--- src/rtl/edge_pkg.sv ---
// Shared types and defaults for the Sobel edge pipeline: pixel/window shapes,
// gradient and magnitude widths, and the per-stage pipeline records.
package edge_pkg;

  localparam int unsigned FRAME_WIDTH_DEF  = 320;
  localparam int unsigned FRAME_HEIGHT_DEF = 240;
  localparam int unsigned ADDR_W           = 17;
  localparam int unsigned PIX_W            = 4;

  typedef logic [PIX_W-1:0]  pixel_t;
  typedef pixel_t [2:0][2:0] window_t;   // [row][col], col 2 is the newest column
  typedef logic signed [6:0] grad_t;     // -60..+60
  typedef logic [6:0]        mag_t;      // 0..120
  typedef logic [ADDR_W-1:0] addr_t;

  typedef struct packed {
    logic  valid;
    grad_t gx;
    grad_t gy;
    logic  border;
    logic  last;
    addr_t addr;
  } s1_t;

  typedef struct packed {
    logic  valid;
    mag_t  mag;
    logic  border;
    logic  last;
    addr_t addr;
  } s2_t;

  function automatic mag_t abs_grad(grad_t g);
    return g[6] ? mag_t'(-g) : mag_t'(g);
  endfunction

endpackage

--- src/rtl/sobel_kernel.sv ---
// Combinational Sobel gradients of one 3x3 window of 4-bit pixels.
module sobel_kernel
  import edge_pkg::*;
(
  input  window_t win,
  output grad_t   gx,
  output grad_t   gy
);

  // 1-2-1 weighted tap sum; at most 60, so the 7-bit difference cannot wrap.
  function automatic mag_t tap_sum(pixel_t a, pixel_t b, pixel_t c);
    return mag_t'(a) + (mag_t'(b) << 1) + mag_t'(c);
  endfunction

  always_comb begin
    gx = $signed(tap_sum(win[0][2], win[1][2], win[2][2])
               - tap_sum(win[0][0], win[1][0], win[2][0]));
    gy = $signed(tap_sum(win[2][0], win[2][1], win[2][2])
               - tap_sum(win[0][0], win[0][1], win[0][2]));
  end

endmodule

--- src/rtl/sobel_edge_pipeline.sv ---
// Three-stage Sobel edge pipeline: gradients, magnitude, then threshold/scale
// with frame-buffer addressing and a per-frame edge-pixel count.
module sobel_edge_pipeline
  import edge_pkg::*;
#(
  parameter int unsigned THRESHOLD    = 24,
  parameter int unsigned FRAME_WIDTH  = FRAME_WIDTH_DEF,
  parameter int unsigned FRAME_HEIGHT = FRAME_HEIGHT_DEF
) (
  input  logic       mainClk,
  input  logic       reset,
  input  window_t    pixelData,
  input  logic       pixelDataValid,
  input  logic [9:0] spiXVal,
  input  logic [8:0] spiYVal,
  output logic [3:0] edgeData,
  output logic       edgeBit,
  output logic       edgeValid,
  output addr_t      edgeAddr,
  output logic       frameDone,
  output addr_t      edgeCount
);

  grad_t       gx, gy;
  s1_t         s1_d, s1_q;
  s2_t         s2_d, s2_q;
  logic [3:0]  edge_data_d, edge_data_q;
  logic        edge_bit_d, edge_bit_q;
  logic        edge_valid_d, edge_valid_q;
  addr_t       edge_addr_d, edge_addr_q;
  logic        frame_done_d, frame_done_q;
  addr_t       edge_count_d, edge_count_q;
  addr_t       run_count_d, run_count_q;
  addr_t       run_inc;
  logic [31:0] x_w, y_w;
  mag_t        scaled;

  sobel_kernel u_kernel (
    .win (pixelData),
    .gx  (gx),
    .gy  (gy)
  );

  always_comb begin
    // NOTE: each target is defaulted before any branch, so no path can infer a latch.
    s1_d         = s1_q;
    s2_d         = s2_q;
    edge_data_d  = edge_data_q;
    edge_bit_d   = edge_bit_q;
    edge_addr_d  = edge_addr_q;
    x_w          = 32'(spiXVal);
    y_w          = 32'(spiYVal);

    // Column 0 has no column to its left, so there is no window centre to emit.
    s1_d.valid = pixelDataValid && (spiXVal != '0);
    if (s1_d.valid) begin
      s1_d.gx     = gx;
      s1_d.gy     = gy;
      s1_d.border = (x_w < 2) || (x_w >= FRAME_WIDTH) || (y_w == 0) || (y_w >= FRAME_HEIGHT - 1);
      s1_d.last   = (x_w == FRAME_WIDTH - 1) && (y_w == FRAME_HEIGHT - 1);
      s1_d.addr   = addr_t'(y_w * FRAME_WIDTH + x_w - 1);
    end

    s2_d.valid = s1_q.valid;
    if (s1_q.valid) begin
      s2_d.mag    = abs_grad(s1_q.gx) + abs_grad(s1_q.gy);
      s2_d.border = s1_q.border;
      s2_d.last   = s1_q.last;
      s2_d.addr   = s1_q.addr;
    end

    scaled       = s2_q.mag >> 3;
    edge_valid_d = s2_q.valid;
    frame_done_d = s2_q.valid && s2_q.last;
    if (s2_q.valid) begin
      edge_bit_d  = !s2_q.border && (32'(s2_q.mag) >= THRESHOLD);
      edge_data_d = s2_q.border ? 4'd0 : ((scaled > 7'd15) ? 4'd15 : scaled[3:0]);
      edge_addr_d = s2_q.addr;
    end

    // The closing pixel of a frame is counted before the total is published.
    run_inc = run_count_q;
    if (edge_valid_d && edge_bit_d && (run_count_q != '1)) begin
      run_inc = run_count_q + 1'b1;
    end
    run_count_d  = frame_done_d ? '0 : run_inc;
    edge_count_d = frame_done_d ? run_inc : edge_count_q;
  end

  always_ff @(posedge mainClk) begin
    // NOTE: non-blocking assignments make every flop sample pre-edge values.
    if (reset) begin
      s1_q         <= '0;
      s2_q         <= '0;
      edge_data_q  <= '0;
      edge_bit_q   <= 1'b0;
      edge_valid_q <= 1'b0;
      edge_addr_q  <= '0;
      frame_done_q <= 1'b0;
      edge_count_q <= '0;
      run_count_q  <= '0;
    end else begin
      s1_q         <= s1_d;
      s2_q         <= s2_d;
      edge_data_q  <= edge_data_d;
      edge_bit_q   <= edge_bit_d;
      edge_valid_q <= edge_valid_d;
      edge_addr_q  <= edge_addr_d;
      frame_done_q <= frame_done_d;
      edge_count_q <= edge_count_d;
      run_count_q  <= run_count_d;
    end
  end

  assign edgeData  = edge_data_q;
  assign edgeBit   = edge_bit_q;
  assign edgeValid = edge_valid_q;
  assign edgeAddr  = edge_addr_q;
  assign frameDone = frame_done_q;
  assign edgeCount = edge_count_q;

endmodule

--- config.mk ---
export PLATFORM = sky130hd
export DESIGN_NAME = sobel_edge_pipeline
export DESIGN_NICKNAME = d
export VERILOG_FILES = /design/src/rtl/edge_pkg.sv /design/src/rtl/sobel_kernel.sv /design/src/rtl/sobel_edge_pipeline.sv
export SDC_FILE = /design/constraint.sdc
export NUM_CORES = 1
export LEC_CHECK = 0
export BUFFER_PORTS_ARGS = -buffer_cell sky130_fd_sc_hd__buf_2
export CORE_ASPECT_RATIO = 2
export CORE_MARGIN = 4
export CORE_UTILIZATION = 30
export CTS_CLUSTER_SIZE = 20
export DETAILED_ROUTE_END_ITERATION = 10
export MAX_ROUTING_LAYER = met4
export PLACE_DENSITY_LB_ADDON = 0.15
export SYNTH_ARGS = -nofsm -noshare
export SYNTH_HDL_FRONTEND = slang
export SYNTH_SLANG_ARGS = --single-unit
--- constraint.sdc ---
create_clock -name mainClk -period 9.4 [get_ports mainClk]
set_clock_uncertainty 0.05 [all_clocks]
set_input_delay 1.88 -clock mainClk [delete_from_list [all_inputs] [get_ports mainClk]]
set_output_delay 1.88 -clock mainClk [all_outputs]
set_load 0.05 [all_outputs]
* Yosys cells after proc, flatten, opt, wreduce, memory -nomap -nowiden *
Index checks and enable logic that the tools add are counted.

storage, ports and cells
  ROM bits = 0
  latch bits = 0
  word-level logic and storage cells = 62
  input bits = 58
  memory bits (writable) = 0
  memories kept = 0
  output and inout bits = 41
  flip-flop bits (word level) = 119

operators by class
  bitwise operators = 0
  mux-type cells = 6
  add/subtract/negate cells = 16
  reduce and logical (&&, ||, !) cells = 13
  multipliers = 1
  order comparisons = 5
  div/mod/pow operators = 0
  shift-type cells = 0
  eq/ne operators = 3

operators with widths
  operator               number
  $add 4x5->6            4
  $add 7x4->7            3
  $add 17x1->17 const B  1
  $add 17x10->17         1
  $mux 17                1
  $ne 17x17->1 const B   1
  $sub 17x1->17 const B  1
  $mux 7                 2
  $neg 7->7              2
  $sub 7x7->7            2
  $mul 9x3->11 const B   1
  $eq 10x9->1 const B    1
  $ge 10x9->1 const B    1
  $lt 10x2->1 const B    1
  $reduce_bool 10->1     1
  $eq 9x8->1 const B     1
  $ge 9x8->1 const B     1
  $logic_not 9->1        1
  $mux 4                 2
  $add 6x4->7            1
  $add 7x7->7            1
  $ge 7x5->1 const B     1
  $logic_and 1x1->1      6
  $gt 4x4->1 const B     1
  4 further kinds        6

* Depth between registers and ports, before layout *
  word-level depth = 6
  depth in mapped cells = 16
  mapped depth without buffers = 16

* Hierarchy *
A second synthesis with hierarchy kept.

unflattened totals
  cell total of the unflattened synthesis = 820
  area, all modules = 7164.4 µm²

by module, submodules not included
  module               cells each  seq. area each (µm²)  times used  area each (µm²)
  sobel_edge_pipeline  693         2322.2                1           5982.0
  sobel_kernel         127         0.0                   1           1182.4

* Worst setup path before layout *
No wires, ideal clock.

  kind = input-to-reg
  start = input pixelData[1] (netlist name)
  end = register s1_q[32] (netlist name)
  library setup time = 0.132 ns
  path buffers = 0
  data arrival time = 4.859 ns
  cell stages on the path = 15
  path slack = 4.359 ns
  cells stage by stage = ha_1 -> fa_1 -> inv_1 -> fa_1 -> inv_1 -> fa_1 -> inv_1 -> ha_1 -> nor2b_1 -> o21ai_0 -> a21oi_1 -> o21a_1 -> nor3_1 -> nand3b_1 -> a21oi_1

on the way
  word-level cells in the longest chain between the ends = 3

ends and longest elaborated chain
  element               line                        text
  start, declared       sobel_edge_pipeline.sv:12   input window_t pixelData,
  $add 4x5->6           sobel_kernel.sv:12          return mag_t'(a) + (mag_t'(b) << 1) + mag_t'(c);
  $add 7x4->7           sobel_kernel.sv:12
  $sub 7x7->7           sobel_kernel.sv:17          - tap_sum(win[0][0], win[1][0], win[2][0]));
  end signal, assigned  sobel_edge_pipeline.sv:93   s1_q <= '0;
  end signal, assigned  sobel_edge_pipeline.sv:103  s1_q <= s1_d;
  end, declared         sobel_edge_pipeline.sv:25   s1_t s1_d, s1_q;

No other way between the ends.
A chain may end at the register's enable or synchronous reset.

* Worst setup path after layout *
Ends and elaborated chain as after synthesis.

==> impl_metrics.env <==
export IMPL_antennaDiodeCount=0
export IMPL_ys_async_sr_fraction_pct=0
export IMPL_ys_seq_area_share_pct=31.4
export IMPL_drt_antenna_violating_nets=0
export IMPL_insertion_delay_ps=410
export IMPL_fin_crit_ps=4950
export IMPL_startpoint_type="input port"
export IMPL_synthFlopType="dfxtp_1"
export IMPL_routed_via_density=4.59
export IMPL_dp_slack_ps=4000
export IMPL_power_density_nw_per_um2=204
export IMPL_route_detailed_wl_per_inst_um=13.2
export IMPL_root_buffer="clkbuf_16"
export IMPL_grt_setup_unrepaired="false"
export IMPL_leakage_uw=0.00400
export IMPL_die_area_um2=27400
export IMPL_hold_viol_final=0
export IMPL_clock_sinks=116
export IMPL_hold_depth=2
export IMPL_htree_levels=4
export IMPL_grt_overflow_total=0
export IMPL_synth_edf_count=0
export IMPL_nFillCells=2624
export IMPL_multi_input_area_um2=4550
export IMPL_start_util_pct=30.4
export IMPL_worstPathArrival_ps=5160
export IMPL_area_sequential_um2=2320
export IMPL_rrSetupSlack_ps=6800
export IMPL_setup_viol=0
export IMPL_ys_ff_latch=116
export IMPL_synth_cells=846
export IMPL_worst_ir_drop_vdd_v=0.000116
export IMPL_end_kind="flop"
export IMPL_grt_pass1_wl_mm=28.4
export IMPL_finalSetupTns_ps=0
export IMPL_ys_warnings_count=0
export IMPL_post_cts_buffers=0
export IMPL_clkTransAtPathRegs_ps=50
export IMPL_die_height_um=230
export IMPL_cts_resized_gates=0
export IMPL_drc_errors=0
export IMPL_required_ps=9610
export IMPL_die_width_um=119
export IMPL_grt_pass1_vias=5871
export IMPL_synth_fp_nets=1010
export IMPL_layout_nets=1101
export IMPL_numCtsBuffers=17
export IMPL_syn_area_per_cell_um2=8.73
export IMPL_tightest_slew_ps=893
export IMPL_synth_cell_types=62
export IMPL_setup_ws_ps=4450
export IMPL_critical_path_peak_fanout=3
export IMPL_drive_gt1_share_pct=15.0
export IMPL_cts_tree="built"
export IMPL_drv_slew=0
export IMPL_core_um2=24300
export IMPL_grt_max_degree=88
export IMPL_antenna_found_initial=0
export IMPL_synthMuxAreaShare_pct=5.56
export IMPL_ff2ff_path_depth=11
export IMPL_track_usage_pct=13.2
export IMPL_synthAdderAreaFrac_pct=20.4
export IMPL_power_uw=1760
export IMPL_crit_type="input port to flop"
export IMPL_hp_class="flop to flop"
export IMPL_gp_congestion=0.803
export IMPL_first_pass_iters=5
export IMPL_max_cap_violations=0
export IMPL_synth_top_family_by_area="adder cells"
export IMPL_clock_path_buffers=2
export IMPL_dp_hpwl_mm=13.4
export IMPL_synthSimpleGateAreaFrac_pct=14.4
export IMPL_vias=5686
export IMPL_synth_compound_area_share_pct=13.3
export IMPL_synth_xor_area_share_pct=7.86
export IMPL_fp_row_count=81
export IMPL_fmax_ghz=0.202
export IMPL_drt_iter0_markers=259
export IMPL_port_buffers=94
export IMPL_pin_count=99
export IMPL_netlist_area_um2=7390
export IMPL_hold_slack_ps=392
export IMPL_area_growth_pct=17.2
export IMPL_slew_headroom_pct=40.5
export IMPL_wl_mm=16.4
export IMPL_outcome="completed"
export IMPL_hold_buffers=0
export IMPL_period_share_pct=52.7
[per-layer routing]
metal / GRT usage (%) / vias to the layer above / part of all wire, %
met1: 13.4 / 2575 / 39
met4: 5.44 / 0 / 2.1
li1: - / 3002 / -
met2: 24.7 / 88 / 56
met5: - / - / 0
met3: 2.09 / 21 / 2.7
[area by class of cell]
type | instances | area share [%]
Tap cell | 290 | 4.19
Sequential cell | 116 | 26.8
Clock buffer | 21 | 5.09
Inverter | 108 | 4.68
Multi-Input combinational cell | 594 | 52.6
Clock inverter | 10 | 0.722
Timing Repair Buffer | 100 | 5.95
[placed cells by master, fill, tap and decap left out, drive strengths merged, types with 4 or more instances in the layout]
cell	count
a211oi	14
a21o	14
a21oi	50
a22oi	4
buf	100
clkbuf	21
clkinv	5
clkinvlp	5
dfxtp	116
fa	24
ha	82
inv	108
mux2i	41
nand2	74
nand2b	7
nand3	10
nand3b	8
nand4	7
nor2	93
nor2b	6
nor3	8
nor4	4
o21a	5
o21ai	34
o21bai	7
or3	4
xnor2	39
xor2	23
[worst max-delay path, cell delays in order]
cell and delay, ps:
buf_2 110, ha_1 230, fa_1 500, inv_1 60, fa_1 490, inv_1 50
fa_1 490, inv_1 40, ha_1 320, nor2b_1 140, o21ai_0 200, a21oi_1 120
o21a_1 190, nor3_1 140, nand3b_1 130, a21oi_1 70
[through the flow]
step | std cells | area, µm² | utilization [%]
after floorplan | 846 | 7390 | -
after global placement | 1208 | 8160 | 33.5
after detailed placement | 1208 | 8160 | 33.5
after CTS | 1239 | 8660 | 35.6
after global routing | 1239 | 8660 | 35.6
final | 1239 | 8660 | 35.6
[flip-flops by register name, summed over array words and instances (netlist names)]
signal,cells
s1_q,34
edgeCount,17
frameDone,1
edge_valid_d,1
edgeBit,1
edgeData,4
edgeValid,1
edgeAddr,17
run_count_q,17
s2_q,23
[cell families (layout without fill, tap and decap cells)]
logic type | count (synthesis) | after routing
buffers and inverters | 136 | 239
DFF | 116 | 116
adders and majority gates | 106 | 106
and+or+nand+nor | 233 | 233
xor gates and xnor gates | 63 | 63
AOI/OAI and AO/OA | 151 | 151
muxes | 41 | 41
[worst paths after layout]
path,from,endpoint
hold / removal,edgeCount[11],edgeCount[11]
setup / recovery,pixelData[1],s1_q[32]
setup reg to reg,run_count_q[4],edgeCount[14]
hold reg to reg,edgeCount[11],edgeCount[11]
[synthesized netlist by cell type, drive strengths merged (6+ instances only)]
library cell	number	area (µm²)
a211oi	14	110
a21o	14	105
a21oi	50	250
buf	8	38.8
clkbuf	20	76.3
dfxtp	116	2320
fa	24	480
ha	82	1030
inv	108	405
mux2i	41	410
nand2	74	278
nand2b	7	51.3
nand3	10	50.1
nand3b	8	60.1
nand4	7	43.8
nor2	93	352
nor2b	6	37.5
nor3	8	51.3
o21ai	34	174
o21bai	7	52.6
xnor2	39	349
xor2	23	209
[report_power, final]
part | leakage, µW | total [µW] | switching (µW) | internal, µW
registers | 0.000943 | 577 | 38.8 | 539
logic | 0.00283 | 636 | 337 | 299
clock network | 0.000235 | 550 | 220 | 331
(Power assumes the default switching activity.)
